## src/rtl/ex_mdu_ctrl_pkg.sv

```systemverilog
// ---------------------------------------------------------------------------
// ex_mdu_ctrl_pkg
// Shared definitions for the EX-stage multiply/divide sequencer: operation
// bus type and codes, FSM state encodings and the default MDU widths.
// ---------------------------------------------------------------------------
package ex_mdu_ctrl_pkg;

  // Default MDU widths; the counter must be able to hold MDU_DATA_W-1.
  localparam int MDU_DATA_W = 32;
  localparam int MDU_CNT_W  = 5;

  // Operation bus and codes.
  typedef logic [1:0] mdu_op_bus_t;

  localparam mdu_op_bus_t MDU_OP_MUL   = 2'b00;
  localparam mdu_op_bus_t MDU_OP_MULHU = 2'b01;
  localparam mdu_op_bus_t MDU_OP_DIVU  = 2'b10;
  localparam mdu_op_bus_t MDU_OP_REMU  = 2'b11;

  // Sequencer state encodings.
  localparam logic [1:0] MDU_ST_IDLE = 2'd0;
  localparam logic [1:0] MDU_ST_BUSY = 2'd1;
  localparam logic [1:0] MDU_ST_DONE = 2'd2;

  // DIVU/REMU share the restoring-divide datapath.
  function automatic logic mdu_op_is_div(input mdu_op_bus_t op);
    return op[1];
  endfunction

  // MULHU/REMU return the upper half of the shared 2*W register.
  function automatic logic mdu_op_takes_high(input mdu_op_bus_t op);
    return op[0];
  endfunction

endpackage

```

## src/rtl/mdu_step.sv

```systemverilog
// ---------------------------------------------------------------------------
// mdu_step
// One combinational iteration of the shared shift/add-subtract datapath.
//   acc      : current 2*W register ({rem,quo} when dividing)
//   mcand    : multiplicand (unused when dividing)
//   operand  : multiplier (multiply) or divisor (divide)
//   cnt      : iteration index, selects the multiplier bit MSB-first
//   div_mode : 1 = restoring divide step, 0 = shift-add multiply step
//   acc_next : register value after this iteration
// ---------------------------------------------------------------------------
module mdu_step
  import ex_mdu_ctrl_pkg::*;
#(
  parameter int DATA_W = MDU_DATA_W,
  parameter int CNT_W  = MDU_CNT_W
) (
  input  logic [2*DATA_W-1:0] acc,
  input  logic [DATA_W-1:0]   mcand,
  input  logic [DATA_W-1:0]   operand,
  input  logic [CNT_W-1:0]    cnt,
  input  logic                div_mode,
  output logic [2*DATA_W-1:0] acc_next
);

  logic [2*DATA_W-1:0] shifted_s;
  logic [CNT_W-1:0]    bit_idx_s;
  logic                mul_bit_s;
  logic [DATA_W:0]     part_s;
  logic                fits_s;
  logic [DATA_W-1:0]   diff_s;

  // Single multiply or divide iteration.
  always_comb begin
    shifted_s = {acc[2*DATA_W-2:0], 1'b0};
    bit_idx_s = CNT_W'(DATA_W - 1) - cnt;
    mul_bit_s = operand[bit_idx_s];
    // The shifted remainder can reach W+1 bits (divisor above 2^(W-1)),
    // so compare with the bit that falls out of the top included.
    part_s    = acc[2*DATA_W-1:DATA_W-1];
    fits_s    = (part_s >= {1'b0, operand});
    // When fits_s holds the difference is below the divisor, so W bits suffice.
    diff_s    = part_s[DATA_W-1:0] - operand;
    acc_next  = shifted_s;
    if (div_mode) begin
      if (fits_s) begin
        acc_next = {diff_s, shifted_s[DATA_W-1:1], 1'b1};
      end else begin
        acc_next = shifted_s;
      end
    end else begin
      if (mul_bit_s) begin
        acc_next = shifted_s + {{DATA_W{1'b0}}, mcand};
      end else begin
        acc_next = shifted_s;
      end
    end
  end

endmodule

```

## src/rtl/ex_mdu_ctrl.sv

```systemverilog
// ---------------------------------------------------------------------------
// ex_mdu_ctrl
// Multicycle unsigned multiply/divide sequencer in the EX stage. Accepts an
// operation from ID/EX, stalls the front of the pipeline while iterating
// mdu_step DATA_W times, then presents a registered result for one DONE
// cycle so EX/MEM can capture it in place of the ALU result.
//   clk       : clock, rising edge
//   reset     : asynchronous active-low reset
//   start     : request, honoured only in IDLE with flush low
//   op        : MUL / MULHU / DIVU / REMU
//   in_0      : multiplicand / dividend
//   in_1      : multiplier / divisor
//   flush     : abort the current operation
//   mdu_stall : hold IF/ID/EX registers
//   busy      : state is BUSY
//   done      : one-cycle result-valid strobe
//   out       : registered result
//   dz        : divide-by-zero flag of the last completed operation
// ---------------------------------------------------------------------------
module ex_mdu_ctrl
  import ex_mdu_ctrl_pkg::*;
#(
  parameter int DATA_W = MDU_DATA_W,
  parameter int CNT_W  = MDU_CNT_W
) (
  input  logic              clk,
  input  logic              reset,
  input  logic              start,
  input  logic [1:0]        op,
  input  logic [DATA_W-1:0] in_0,
  input  logic [DATA_W-1:0] in_1,
  input  logic              flush,
  output logic              mdu_stall,
  output logic              busy,
  output logic              done,
  output logic [DATA_W-1:0] out,
  output logic              dz
);

  logic [1:0]          state_r;
  logic [CNT_W-1:0]    cnt_r;
  logic [1:0]          op_r;
  logic [DATA_W-1:0]   mcand_r;
  logic [DATA_W-1:0]   operand_r;
  logic [2*DATA_W-1:0] acc_r;
  logic [DATA_W-1:0]   out_r;
  logic                dz_r;

  logic                accept_s;
  logic                dz_fast_s;
  logic [DATA_W-1:0]   dz_value_s;
  logic [2*DATA_W-1:0] acc_next_s;
  logic [DATA_W-1:0]   result_s;
  logic                last_iter_s;

  mdu_step #(
    .DATA_W (DATA_W),
    .CNT_W  (CNT_W)
  ) u_step (
    .acc      (acc_r),
    .mcand    (mcand_r),
    .operand  (operand_r),
    .cnt      (cnt_r),
    .div_mode (mdu_op_is_div(op_r)),
    .acc_next (acc_next_s)
  );

  // Accept decode, divide-by-zero fast path and final-result selection.
  always_comb begin
    accept_s    = (state_r == MDU_ST_IDLE) && start && !flush;
    dz_fast_s   = accept_s && mdu_op_is_div(op) && (in_1 == {DATA_W{1'b0}});
    last_iter_s = (cnt_r == CNT_W'(DATA_W - 1));
    if (op == MDU_OP_REMU) begin
      dz_value_s = in_0;
    end else begin
      dz_value_s = {DATA_W{1'b1}};
    end
    // {rem,quo} sits in the same 2*W register as the product, so the
    // high/low selection is common to both operation families.
    if (mdu_op_takes_high(op_r)) begin
      result_s = acc_next_s[2*DATA_W-1:DATA_W];
    end else begin
      result_s = acc_next_s[DATA_W-1:0];
    end
  end

  // Sequencer FSM, iteration counter, datapath and result registers.
  always_ff @(posedge clk or negedge reset) begin
    if (!reset) begin
      state_r   <= MDU_ST_IDLE;
      cnt_r     <= {CNT_W{1'b0}};
      op_r      <= MDU_OP_MUL;
      mcand_r   <= {DATA_W{1'b0}};
      operand_r <= {DATA_W{1'b0}};
      acc_r     <= {(2*DATA_W){1'b0}};
      out_r     <= {DATA_W{1'b0}};
      dz_r      <= 1'b0;
    end else begin
      case (state_r)
        MDU_ST_IDLE: begin
          if (accept_s) begin
            op_r      <= op;
            mcand_r   <= in_0;
            operand_r <= in_1;
            cnt_r     <= {CNT_W{1'b0}};
            if (mdu_op_is_div(op)) begin
              acc_r <= {{DATA_W{1'b0}}, in_0};
            end else begin
              acc_r <= {(2*DATA_W){1'b0}};
            end
            if (dz_fast_s) begin
              out_r   <= dz_value_s;
              dz_r    <= 1'b1;
              state_r <= MDU_ST_DONE;
            end else begin
              state_r <= MDU_ST_BUSY;
            end
          end else begin
            state_r <= MDU_ST_IDLE;
          end
        end
        MDU_ST_BUSY: begin
          if (flush) begin
            state_r <= MDU_ST_IDLE;
          end else begin
            acc_r <= acc_next_s;
            if (last_iter_s) begin
              out_r   <= result_s;
              dz_r    <= 1'b0;
              state_r <= MDU_ST_DONE;
            end else begin
              cnt_r   <= cnt_r + CNT_W'(1);
              state_r <= MDU_ST_BUSY;
            end
          end
        end
        MDU_ST_DONE: begin
          state_r <= MDU_ST_IDLE;
        end
        default: begin
          state_r <= MDU_ST_IDLE;
        end
      endcase
    end
  end

  // Output decode; the stall is combinational from start so ID/EX holds on
  // the accepting edge, and drops in DONE so EX/MEM captures the result.
  always_comb begin
    mdu_stall = accept_s || (state_r == MDU_ST_BUSY);
    busy      = (state_r == MDU_ST_BUSY);
    done      = (state_r == MDU_ST_DONE);
    out       = out_r;
    dz        = dz_r;
  end

endmodule

```

## config.mk

```make
export PLATFORM = sky130hd
export DESIGN_NAME = ex_mdu_ctrl
export DESIGN_NICKNAME = d
export VERILOG_FILES = /design/src/rtl/ex_mdu_ctrl_pkg.sv /design/src/rtl/mdu_step.sv /design/src/rtl/ex_mdu_ctrl.sv
export SDC_FILE = /design/constraint.sdc
export NUM_CORES = 1
export LEC_CHECK = 0
export CORE_MARGIN = 2
export CORE_UTILIZATION = 60
export CTS_BUF_LIST = sky130_fd_sc_hd__clkbuf_16
export CTS_CLUSTER_DIAMETER = 60
export CTS_CLUSTER_SIZE = 24
export DETAILED_ROUTE_END_ITERATION = 12
export GPL_TIMING_DRIVEN = 1
export PLACE_DENSITY = 0.82
export SKIP_CTS_REPAIR_TIMING = 1
export SLEW_MARGIN = 20
export SYNTH_ARGS = -nofsm -noshare
export SYNTH_HDL_FRONTEND = slang
export SYNTH_HIERARCHICAL = 1
export SYNTH_SLANG_ARGS = --single-unit
```

## constraint.sdc

```tcl
create_clock -name clk -period 4.4 [get_ports clk]
set_clock_uncertainty 0.2 [all_clocks]
set_input_delay 0.66 -clock clk [delete_from_list [all_inputs] [get_ports clk]]
set_output_delay 0.66 -clock clk [all_outputs]
set_load 0.03 [all_outputs]
```

# == Yosys cells after proc, flatten, opt, wreduce, memory -nomap -nowiden ==
# Index checks and enable logic that the tools add are counted.
# classes
n_mux,30
n_lt_le_gt_ge,2
reduce_logical,13
add_sub_neg,4
eq_ne,9
# ops
cell,n
64-bit two-way mux,5
32-bit two-way mux,7
64-bit one-hot mux with 2 select lines,1
64-bit by 32-bit adder with 64-bit output,1
32-bit one-hot mux with 2 select lines,1
33-bit by 32-bit greater-or-equal comparator with 1-bit output,1
32-bit logical NOT,1
32-bit subtractor,1
5-bit two-way mux,3
5-bit one-hot mux with 2 select lines,1
2-bit two-way mux,4
2-bit inequality test (second input constant),4
5-bit by 6-bit less-than comparator with 1-bit output (second input constant),1
5-bit by 1-bit adder with 5-bit output (second input constant),1
1-bit binary-select mux with 5-bit select,1
5-bit == test (second input constant),1
1-bit two-way mux,5
5-bit AND reduction,1
5-bit subtractor (first input constant),1
2-bit == test (second input constant),2
1-bit logical AND,4
2-bit one-hot mux with 2 select lines,1
4-bit AND reduction,1
3-bit AND reduction,1
other kinds (8),8
# word_totals
out_inout_bits,36
reg_bits,170
inputBits,70

# == Depth between registers and ports, before layout ==
# Gate-level depths: netlist (run 1).
# depth
depth_word,9
mapped_depth,17

# == Modules after synthesis ==
# The synthesis (run 1) kept the hierarchy.
# by_module_without_submodules
mod,n_inst,seq_area_each_um2,area_each_um2,cells_per_inst
ex_mdu_ctrl,1,4254.1,7521.0,786
mdu_step,1,0.0,5205.0,790

# == Worst setup path before layout (run 1) ==
# Ideal clock, no wire load.
# synth_path
kind,reg2reg
startpoint,register acc_r[31]
endpoint,register out_r[28] (netlist: out[28])
path_stages_with_launch,16
arrival_ns,3.313
period_less_slack_ns,3.640
setup_ns,0.128
required_time_ns,4.072
slack_ns,0.760
path_buffers,0
cell_sequence,dfrtp_1 inv_1 ha_1 inv_1 fa_1 a21o_1 a221oi_1 o311ai_0 a21oi_1 nor3_1 a311oi_1 xnor2_1 o221a_2 mux2i_1 a2bb2oi_1 mux2_1
# synth_via
elab_chain_len,7
elab_cells_between_ends,10
cone_classes,add/sub (2); order compare (1); mux (7)
# synth_lines
element,line_no,rtl
from (decl),ex_mdu_ctrl.sv:45,logic [2*DATA_W-1:0] acc_r;
from (signal assigned),ex_mdu_ctrl.sv:95,acc_r <= {(2*DATA_W){1'b0}};
from (signal assigned),ex_mdu_ctrl.sv:107,"acc_r <= {{DATA_W{1'b0}}, in_0};"
from (signal assigned),ex_mdu_ctrl.sv:109,acc_r <= {(2*DATA_W){1'b0}};
64-bit by 32-bit adder with 64-bit output (tied with other cells),mdu_step.sv:52,"acc_next = shifted_s + {{DATA_W{1'b0}}, mcand};"
64-bit two-way mux (on tied branches),"mdu_step.sv:51, mdu_step.sv:45",
64-bit two-way mux (*),mdu_step.sv:44,if (div_mode) begin
net acc_next_s[60],ex_mdu_ctrl.sv:52,logic [2*DATA_W-1:0] acc_next_s;
32-bit two-way mux (*),ex_mdu_ctrl.sv:80,if (mdu_op_takes_high(op_r)) begin
32-bit two-way mux (*),ex_mdu_ctrl.sv:127,if (last_iter_s) begin
32-bit two-way mux (*),ex_mdu_ctrl.sv:123,if (flush) begin
32-bit one-hot mux with 2 select lines (*),ex_mdu_ctrl.sv:99,case (state_r)
to (signal assigned),ex_mdu_ctrl.sv:96,out_r <= {DATA_W{1'b0}};
to (signal assigned),ex_mdu_ctrl.sv:112,out_r <= dz_value_s;
to (signal assigned),ex_mdu_ctrl.sv:128,out_r <= result_s;
to (decl),ex_mdu_ctrl.sv:46,logic [DATA_W-1:0] out_r;
# Mark *: on every way through the listed nets, which the timed path passes. The rest lies on a longest branch. The select of a mux whose other input is x is not followed.
# A chain may end at the register's enable or synchronous reset.

# == Worst setup path after layout (run 1) ==
# layout_path
startpoint,register acc_r[0]
endpoint,register out_r[13] (netlist: out[13])
# layout_via
elab_chain_len,7
# layout_lines
element,line_no,rtl
64-bit by 32-bit adder with 64-bit output,mdu_step.sv:52,
64-bit two-way mux,mdu_step.sv:51,if (mul_bit_s) begin
64-bit two-way mux,mdu_step.sv:44,
net acc_next_s[45],ex_mdu_ctrl.sv:52,
32-bit two-way mux,ex_mdu_ctrl.sv:80,
32-bit two-way mux,ex_mdu_ctrl.sv:127,
32-bit two-way mux,ex_mdu_ctrl.sv:123,
32-bit one-hot mux with 2 select lines,ex_mdu_ctrl.sv:99,
# The timed path passes the listed nets, and every way through them passes these cells. The select of a mux whose other input is x is not followed.

==> summary.md, run 1 <==
| Metric | Value |
|---|---|
| Status | finished, final reports clean |
| WP data arrival | 4.36 ns |
| VDD IR max | 281 µV |
| Busiest grt layer | met2 |
| DR pass1 iterations | 6 |
| Total Wirelength | 39900 µm |
| DIE WIDTH | between 100 and 150 µm |
| Slowest CP cell | o311ai_0 |
| Drt wl/cell | 20.3 µm |
| Worst Path Max Fanout | 9 |
| Worst setup path category | reg2reg |
| GR met3 Demand/Resource | 6.13% |
| CTS Root Buffer Type | clkbuf_16 |
| EDFF count, synth | 0 |
| Seq/Total Area, Yosys | 33.4% |
| WP data required | between 4 and 5 ns |
| Mapped cell area | 12700 µm² |
| Area Overhead vs Synth | 16.9% |
| Total number of vias | 12412 |
| Reg clk slew, reported paths | 0.08 ns |
| Endpoints failing setup | 0 |
| Area after DPL | 14300 µm² |
| Synthesized flop and latch total | 170 |
| Slew margin rel. | between 20 and 30% |
| Starting DRT DRC Count | between 1000 and 1500 |
| Post-synth ARST share | 100% |
| Worst-path cell chain | ha_1 -> inv_1 -> fa_1 -> nor2b_1 -> o31a_1 -> o31a_1 -> nor2_1 -> o21ai_1 -> buf_4 -> a21o_1 -> nand2_1 -> o311ai_0 -> mux2i_1 -> a2bb2oi_1 -> mux2_2 |
| Setup TNS | 0 ns |
| Initial core utilization | between 60% and 70% |
| GR Util All Layers | 36.4% |
| Core area | 20900 µm² |
| Ratio of cells with drive above 1 in the final layout | 9.59% |
| CTS tree | built |
| I/O Pins | ~110 |
| Most used DFF post-synth | dfrtp_1 |
| Final #Nets | 1814 |
| Final Hold Fails | 0 |
| Ant diodes | 0 |
| Worst path bufs/invs | 2 |
| RSZ-0062 raised after global routing | false |
| Placer congestion estimate | 0.987 |
| Most common cell after layout, fill and taps aside | nand2_1 |
| Syn_nets | ~1700 |
| Most frequent cells in the layout | nand2_1 (394), dfrtp_1 (169), o21ai_0 (140), clkdlybuf4s50_1 (104), a21oi_1 (99) |
| DRC viols | 0 |
| GR Overflow Total | 0 |
| Leakage dissipation | 6.76 nW |
| # Max-Cap Violations | 0 |
| Power Density | 445 nW/µm² |
| Num CTS Buffers | 17 |
| IO buf count | approximately 110 |
| Startpoint Class | flip-flop |
| Most used cell along the critical path | o31a_1 |
| Clk_lat worst skew | roughly 0.44 ns |
| Grt met1 use | between 50% and 60% |
| Layout fillers | 1723 |
| Chip height | 150 µm |
| CTS Sinks | 170 |
| Initial antenna violation count | 0 |
| Avg Vias per Cell | 6.32 |
| Slew Limit Fails | 0 |
| Deepest clock path buffer count | 2 |
| Largest net degree at the start of global routing | 87 |
| H-tree level count | 4 |
| Critical Path Max Stage Delay | 0.71 ns |
| Worst-Margin Slew | ~1.1 ns |
| Row cnt | 53 |
| Hold/Removal Path Class | in2async |
| Top Family by Delay on Critical Path | compound AO/OA/AOI/OAI gates |
| Die ar. | 22400 µm² |
| Tmin final | approximately 4.2 ns |
| Mapped Cells | 1576 |
| Dpl hpwl | 28900 µm |
| Cell variety after synth | 72 |
| Syn_area_per_cell | 8.07 µm² |
| First-pass GRT wire length | 63100 µm |
| Tcrit/Tclk final | 94.9% |
| Syn. warnings | 6 |
| Fin area | 14900 µm² |
| Antenna-violating nets left | 0 |
| Critical path endpoint category | flip-flop |
| Max Clk Rate | 240 MHz |
| Met2 Use GR | approximately 57% |
| Number of global-route vias before repair | 11631 |
==> flip-flops by register name, summed over array words and instances (netlist names) <==
signal	flops
state_r	2
cnt_r	5
op_r	2
operand_r	32
mcand_r	32
acc_r	64
out	32
dz	1
==> layout make-up <==
type | count | area (µm²) | share of cell area [%]
Tap cell | 275 | 344 | 2.31
Sequential cell | 170 | 4260 | 28.6
Multi-Input combinational cell | 1259 | 7930 | 53.3
Clock buffer | 17 | 425 | 2.86
Clock inverter | 15 | 141 | 0.950
Timing Repair Buffer | 170 | 1570 | 10.5
Inverter | 59 | 221 | 1.49
==> metrics by stage <==
stage	util [%]	instances	power, mW	hold WS (ns)	setup WS [ns]
after floorplan	-	1576	4.06	0.164	0.760
after global placement	68.4	1933	4.95	0.261	0.189
after detailed placement	68.4	1933	5.02	0.263	0.115
after CTS	71.1	1965	6.54	0.137	0.0505
after global routing	71.2	1965	7.00	0.154	0.00893
final	71.2	1965	6.62	0.0877	0.226
==> cells in the mapped netlist, drive strengths merged, types with 36 or more instances <==
cell type / n / area (µm²)
nand2: 395 / 1480
a21oi: 100 / 500
nor2: 52 / 198
ha: 65 / 813
mux2i: 36 / 373
a21o: 36 / 270
inv: 59 / 221
mux2: 37 / 417
dfrtp: 170 / 4250
clkbuf: 64 / 240
and3: 51 / 319
o21ai: 143 / 716
==> path summary, 6_finish.rpt <==
path                                             end  slack, ns                   start  cells after the start
max                              out[13]$_DFFE_PN0P_       0.23    acc_r[0]$_DFFE_PN0P_                     15
min                              out[22]$_DFFE_PN0P_       0.09                   reset                      1
max reg2reg                      out[13]$_DFFE_PN0P_       0.23    acc_r[0]$_DFFE_PN0P_                     15
min reg2reg                   mcand_r[0]$_DFFE_PN0P_       0.28  mcand_r[0]$_DFFE_PN0P_                      2
max in group asynchronous  operand_r[14]$_DFFE_PN0P_       2.93                   reset                      2
min in group clk              mcand_r[0]$_DFFE_PN0P_       0.28  mcand_r[0]$_DFFE_PN0P_                      2
==> cells by family (layout without fill, tap and decap cells) <==
logic type / after synthesis / after routing / synth area share [%]
fa+ha+maj: 67 / 67 / 6.71
simple gates: 624 / 624 / 22.0
flops: 170 / 170 / 33.4
buf+inv: 147 / 261 / 4.66
mux: 82 / 82 / 7.80
xor+xnor: 58 / 58 / 3.99
compound gates: 428 / 428 / 21.4
==> per-layer routing <==
metal / share of wire [%] / wire length, µm
met1: 43 / 17000
met2: 45 / 18100
met3: 8.6 / 3440
met4: 3.5 / 1410
met5: 0 / 0
==> where the power goes <==
| part | total, mW | switching, mW | internal (mW) |
|---|---|---|---|
| combinational | 3.04 | 1.80 | 1.25 |
| clock | 1.51 | 0.722 | 0.792 |
| sequential | 2.06 | 0.265 | 1.80 |
| total | 6.62 | 2.78 | 3.84 |
No activity file was read; power rests on OpenSTA's default activity.
==> inputs of run 2 (changes only) <==
==> config.mk (replaced) <==
export PLATFORM = sky130hd
export DESIGN_NAME = ex_mdu_ctrl
export DESIGN_NICKNAME = d
export VERILOG_FILES = /design/src/rtl/ex_mdu_ctrl_pkg.sv /design/src/rtl/mdu_step.sv /design/src/rtl/ex_mdu_ctrl.sv
export SDC_FILE = /design/constraint.sdc
export NUM_CORES = 1
export LEC_CHECK = 0
export CELL_PAD_IN_SITES_DETAIL_PLACEMENT = 1
export CELL_PAD_IN_SITES_GLOBAL_PLACEMENT = 1
export CORE_MARGIN = 2
export CORE_UTILIZATION = 45
export CTS_CLUSTER_DIAMETER = 60
export CTS_CLUSTER_SIZE = 24
export DETAILED_ROUTE_END_ITERATION = 12
export GPL_TIMING_DRIVEN = 1
export PLACE_DENSITY_LB_ADDON = 0.1
export SKIP_CTS_REPAIR_TIMING = 1
export SLEW_MARGIN = 20
export SYNTH_ARGS = -nofsm -noshare
export SYNTH_HDL_FRONTEND = slang
export SYNTH_SLANG_ARGS = --single-unit
==> summary.md, run 2 <==
| Metric | Value |
|---|---|
| Switch Pwr | 3.23 mW (was 2.78 mW) |
| Deepest clock path buffer count | 2 (unchanged) |
| Dpl hpwl | 37100 µm (was 28900 µm) |
| Drt wl/cell | 24.9 µm (was 20.3 µm) |
| IO buf count | 105 (unchanged) |
| Worst setup path category | reg2reg (unchanged) |
| Slew margin rel. | 25.3% (was 28.3%) |
| Final #Nets | 1767 (was 1814) |
| Most flops, register | acc_r (unchanged) |
| Status | finished, final reports clean (unchanged) |
| Num CTS Buffers | 17 (unchanged) |
| Hold/Removal Path Class | in2async (unchanged) |
| Worst path bufs/invs | 1 (was 2) |
| Overall power | 7.34 mW (was 6.62 mW) |
| Mapped Cells | 1548 (was 1576) |
| Slew Limit Fails | 0 (unchanged) |
| Power Density | 491 nW/µm² (was 445 nW/µm²) |
| Core area | 27900 µm² (was 20900 µm²) |
| Post-synth ARST share | 100% (unchanged) |
| Placer congestion estimate | 0.907 (was 0.987) |
| Yosys top cell by area | dfrtp_1 (unchanged) |
| Most used cell along the critical path | or3_1 (was o31a_1) |
| Reg-to-reg endpoint | out[25]$_DFFE_PN0P_ (was out[13]$_DFFE_PN0P_) |
| Worst-path cell chain | ha_1 -> nand4_1 -> or3_1 -> or3_1 -> a31oi_1 -> nor3_2 -> nand2b_1 -> buf_4 -> o311ai_0 -> o211ai_1 -> mux2i_1 -> o221ai_1 (was ha_1 -> inv_1 -> fa_1 -> nor2b_1 -> o31a_1 -> o31a_1 -> nor2_1 -> o21ai_1 -> buf_4 -> a21o_1 -> nand2_1 -> o311ai_0 -> mux2i_1 -> a2bb2oi_1 -> mux2_2) |
| Top-count cell post-synth | nand2_1 (unchanged) |
| GR Util All Layers | 34.6% (was 36.4%) |
| Antenna-violating nets left | 0 (unchanged) |
| Worst-Margin Slew | 1.12 ns (was 1.07 ns) |
| Seq/Total Area, Yosys | 33.3% (was 33.4%) |
| VDD IR max | 293 µV (was 281 µV) |
| Starting DRT DRC Count | 1058 (was 1154) |
| Tmin final | 4.22 ns (was 4.17 ns) |
| CTS Root Buffer Type | clkbuf_16 (unchanged) |
| Worst Hold Slack | 0.0156 ns (was 0.0877 ns) |
| Finished Layout Cells | 2020 (was 1965) |
| Setup TNS | 0 ns (unchanged) |
| Ratio of cells with drive above 1 in the final layout | 9.32% (was 9.59%) |
| Most used DFF post-synth | dfrtp_1 (unchanged) |
| Flop pwr share | 28.8% (was 31.1%) |
| Cell variety after synth | 80 (was 72) |
| Top Family by Delay on Critical Path | simple AND/OR/NAND/NOR gates (was compound AO/OA/AOI/OAI gates) |
| Initial core utilization | 45.8% (was 60.9%) |
| Reg2Reg Launch Point | acc_r[55]$_DFFE_PN0P_ (was acc_r[0]$_DFFE_PN0P_) |
| Most common cell after layout, fill and taps aside | nand2_1 (unchanged) |
| Area Overhead vs Synth | 17.1% (was 16.9%) |
| Startpoint Class | flip-flop (unchanged) |
| Initial antenna violation count | 0 (unchanged) |
| # Max-Cap Violations | 0 (unchanged) |
| CTS Sinks | 170 (unchanged) |
| Placed cell count | 1988 (was 1933) |
| Most instantiated cells after synthesis | nand2_1 (195), dfrtp_1 (170), o21ai_0 (170) (was nand2_1 (395), dfrtp_1 (170), o21ai_0 (140)) |
| Critical Path Max Stage Delay | 0.51 ns (was 0.71 ns) |
| Reg2Reg Depth | 12 (was 15) |
| Ant diodes | 0 (unchanged) |
| Mapped cell area | 12800 µm² (was 12700 µm²) |
| Logic gate share of total power | 48.9% (was 46.0%) |
| Final Hold Fails | 0 (unchanged) |
| Clock share of power | 22.3% (was 22.9%) |
| Largest cells by area after synthesis | dfrtp_1 (33%), o21ai_0 (6.7%), ha_1 (6.4%) (was dfrtp_1 (33%), nand2_1 (12%), ha_1 (6.4%)) |
| Tcrit/Tclk final | 96.0% (was 94.9%) |
| Synth top area share | 33.3% (was 33.4%) |
| CTS tree | built (unchanged) |
| Syn_nets | 1685 (was 1713) |
| I/O Pins | 106 (unchanged) |
| Die ar. | 29700 µm² (was 22400 µm²) |
| Reg clk slew, reported paths | 0.08 ns (about the same) |
| Largest net degree at the start of global routing | 99 (was 87) |
| Power Internal | 4.10 mW (was 3.84 mW) |
| Number of global-route vias before repair | 13216 (was 11631) |
| Row cnt | 61 (was 53) |
| Slowest CP cell | dfrtp_1 (was o311ai_0) |
| EDFF count, synth | 0 (unchanged) |
| RSZ-0062 raised after global routing | false (unchanged) |
| First-pass GRT wire length | 77500 µm (was 63100 µm) |
| GR Overflow Total | 0 (unchanged) |
| Max Clk Rate | 237 MHz (was 240 MHz) |
| Syn_area_per_cell | 8.24 µm² (was 8.07 µm²) |
| Total Wirelength | 50300 µm (was 39900 µm) |
| Clk_lat worst skew | 0.47 ns (was 0.44 ns) |
| DR pass1 iterations | 5 (was 6) |
| Endpoints failing setup | 0 (unchanged) |
| Avg Vias per Cell | 6.40 (was 6.32) |
| Most frequent cells in the layout | nand2_1 (195), o21ai_0 (170), dfrtp_1 (170), nor2_1 (138), a21oi_1 (109) (was nand2_1 (394), dfrtp_1 (169), o21ai_0 (140), clkdlybuf4s50_1 (104), a21oi_1 (99)) |
| Leakage dissipation | 6.46 nW (was 6.76 nW) |
| Worst Path Max Fanout | 12 (was 9) |
| DIE WIDTH | 172 µm (was 150 µm) |
| Largest register FFs | 64 (unchanged) |
| WP data required | 4.50 ns (was 4.59 ns) |
| WP data arrival | 4.33 ns (was 4.36 ns) |
| Net Sw Frac | 44.1% (was 42.0%) |
| Total number of vias | 12920 (was 12412) |
| H-tree level count | 4 (unchanged) |
| Synthesized flop and latch total | 170 (unchanged) |
| CP Depth | 12 (was 15) |
| Internal reg-to-reg setup slack | 0.18 ns (was 0.23 ns) |
| Syn. warnings | 0 (was 6) |
| Critical path endpoint category | flip-flop (unchanged) |
| Chip height | 172 µm (was 150 µm) |
| DRC viols | 0 (unchanged) |
## run 2: changes by cell type in the layout (fill, tap and decap cells not counted), sizes merged, moves of 24 or more
cell,before,now
a2bb2oi,32,0
nand2,395,195
nand3,17,41
nor2,52,139
o21ai,143,173
## run 2: area by class of cell
class                      instances  area [µm²]
fill                            3333       12900
multi-input combinational       1232        7960
sequential                       170        4250
timing repair buffer             150        1430
tap                              378         473
clock buffer                      19         443
inverter                          59         221
clock inverter                    12         165
## run 2: logic make-up (layout without fill, tap and decap cells)
family / Yosys count / count (layout) / share of synthesized area, %
simple gates: 525 / 525 / 19.0
compound gates: 508 / 508 / 25.3
flops: 170 / 170 / 33.3
buf+inv: 146 / 240 / 4.56
mux: 73 / 73 / 7.05
fa+ha+maj: 67 / 67 / 6.69
xor+xnor: 59 / 59 / 4.05
## run 2: how the worst max path moves through the flow
stage | startpoint | end | slack [ns]
6_report | acc_r[55]$_DFFE_PN0P_ | out[25]$_DFFE_PN0P_ | 0.18
5_1_grt | acc_r[51]$_DFFE_PN0P_ | out[9]$_DFFE_PN0P_ | 0.01
4_1_cts | acc_r[31]$_DFFE_PN0P_ | out[18]$_DFFE_PN0P_ | 0.06
3_5_place_dp | acc_r[31]$_DFFE_PN0P_ | out[18]$_DFFE_PN0P_ | 0.11
3_3_place_gp | acc_r[31]$_DFFE_PN0P_ | out[18]$_DFFE_PN0P_ | 0.24
2_1_floorplan | acc_r[31]$_DFFE_PN0P_ | out[18]$_DFFE_PN0P_ | 0.87
## run 2: metrics by stage
stage	util, %	worst slack (ns)	instance area [µm²]
3_3_place_gp	51.4	0.241	14300
3_5_place_dp	51.4	0.110	14300
2_1_floorplan	-	0.869	12800
5_1_grt	53.6	0.0143	14900
4_1_cts	53.6	0.0609	14900
6_report	53.6	0.178	14900
## run 2: routing by layer
| metal | routed length (µm) | up-vias | global-route usage (%) | part of all wire, % |
|---|---|---|---|---|
| li1 | - | 5823 | - | - |
| met1 | 22500 | 6525 | 47.1 | 45 |
| met2 | 23300 | 478 | 56.1 | 46 |
| met3 | 3120 | 94 | 5.86 | 6.2 |
| met4 | 1360 | 0 | 11.1 | 2.7 |
| met5 | 0 | - | 0 | 0 |
## run 2: power by group through the flow
stage	registers (mW)	clock network, mW	logic [mW]
final	2.11	1.63	3.59
after global routing	2.14	1.71	3.92
after CTS	2.10	1.64	3.53
after detailed placement	2.12	0	3.48
after global placement	2.12	0	3.40
after floorplan	1.99	0	2.43
==> inputs of run 3 (changes only) <==
--- a/config.mk
+++ b/config.mk
@@ -15,7 +15,9 @@
 export GPL_TIMING_DRIVEN = 1
 export PLACE_DENSITY_LB_ADDON = 0.1
 export SKIP_CTS_REPAIR_TIMING = 1
+export SKIP_LAST_GASP = 1
 export SLEW_MARGIN = 20
 export SYNTH_ARGS = -nofsm -noshare
 export SYNTH_HDL_FRONTEND = slang
 export SYNTH_SLANG_ARGS = --single-unit
+export TNS_END_PERCENT = 100
==> results of run 3 <==
Same layout as run 2: the final DEF is identical, and so are final timing and power.
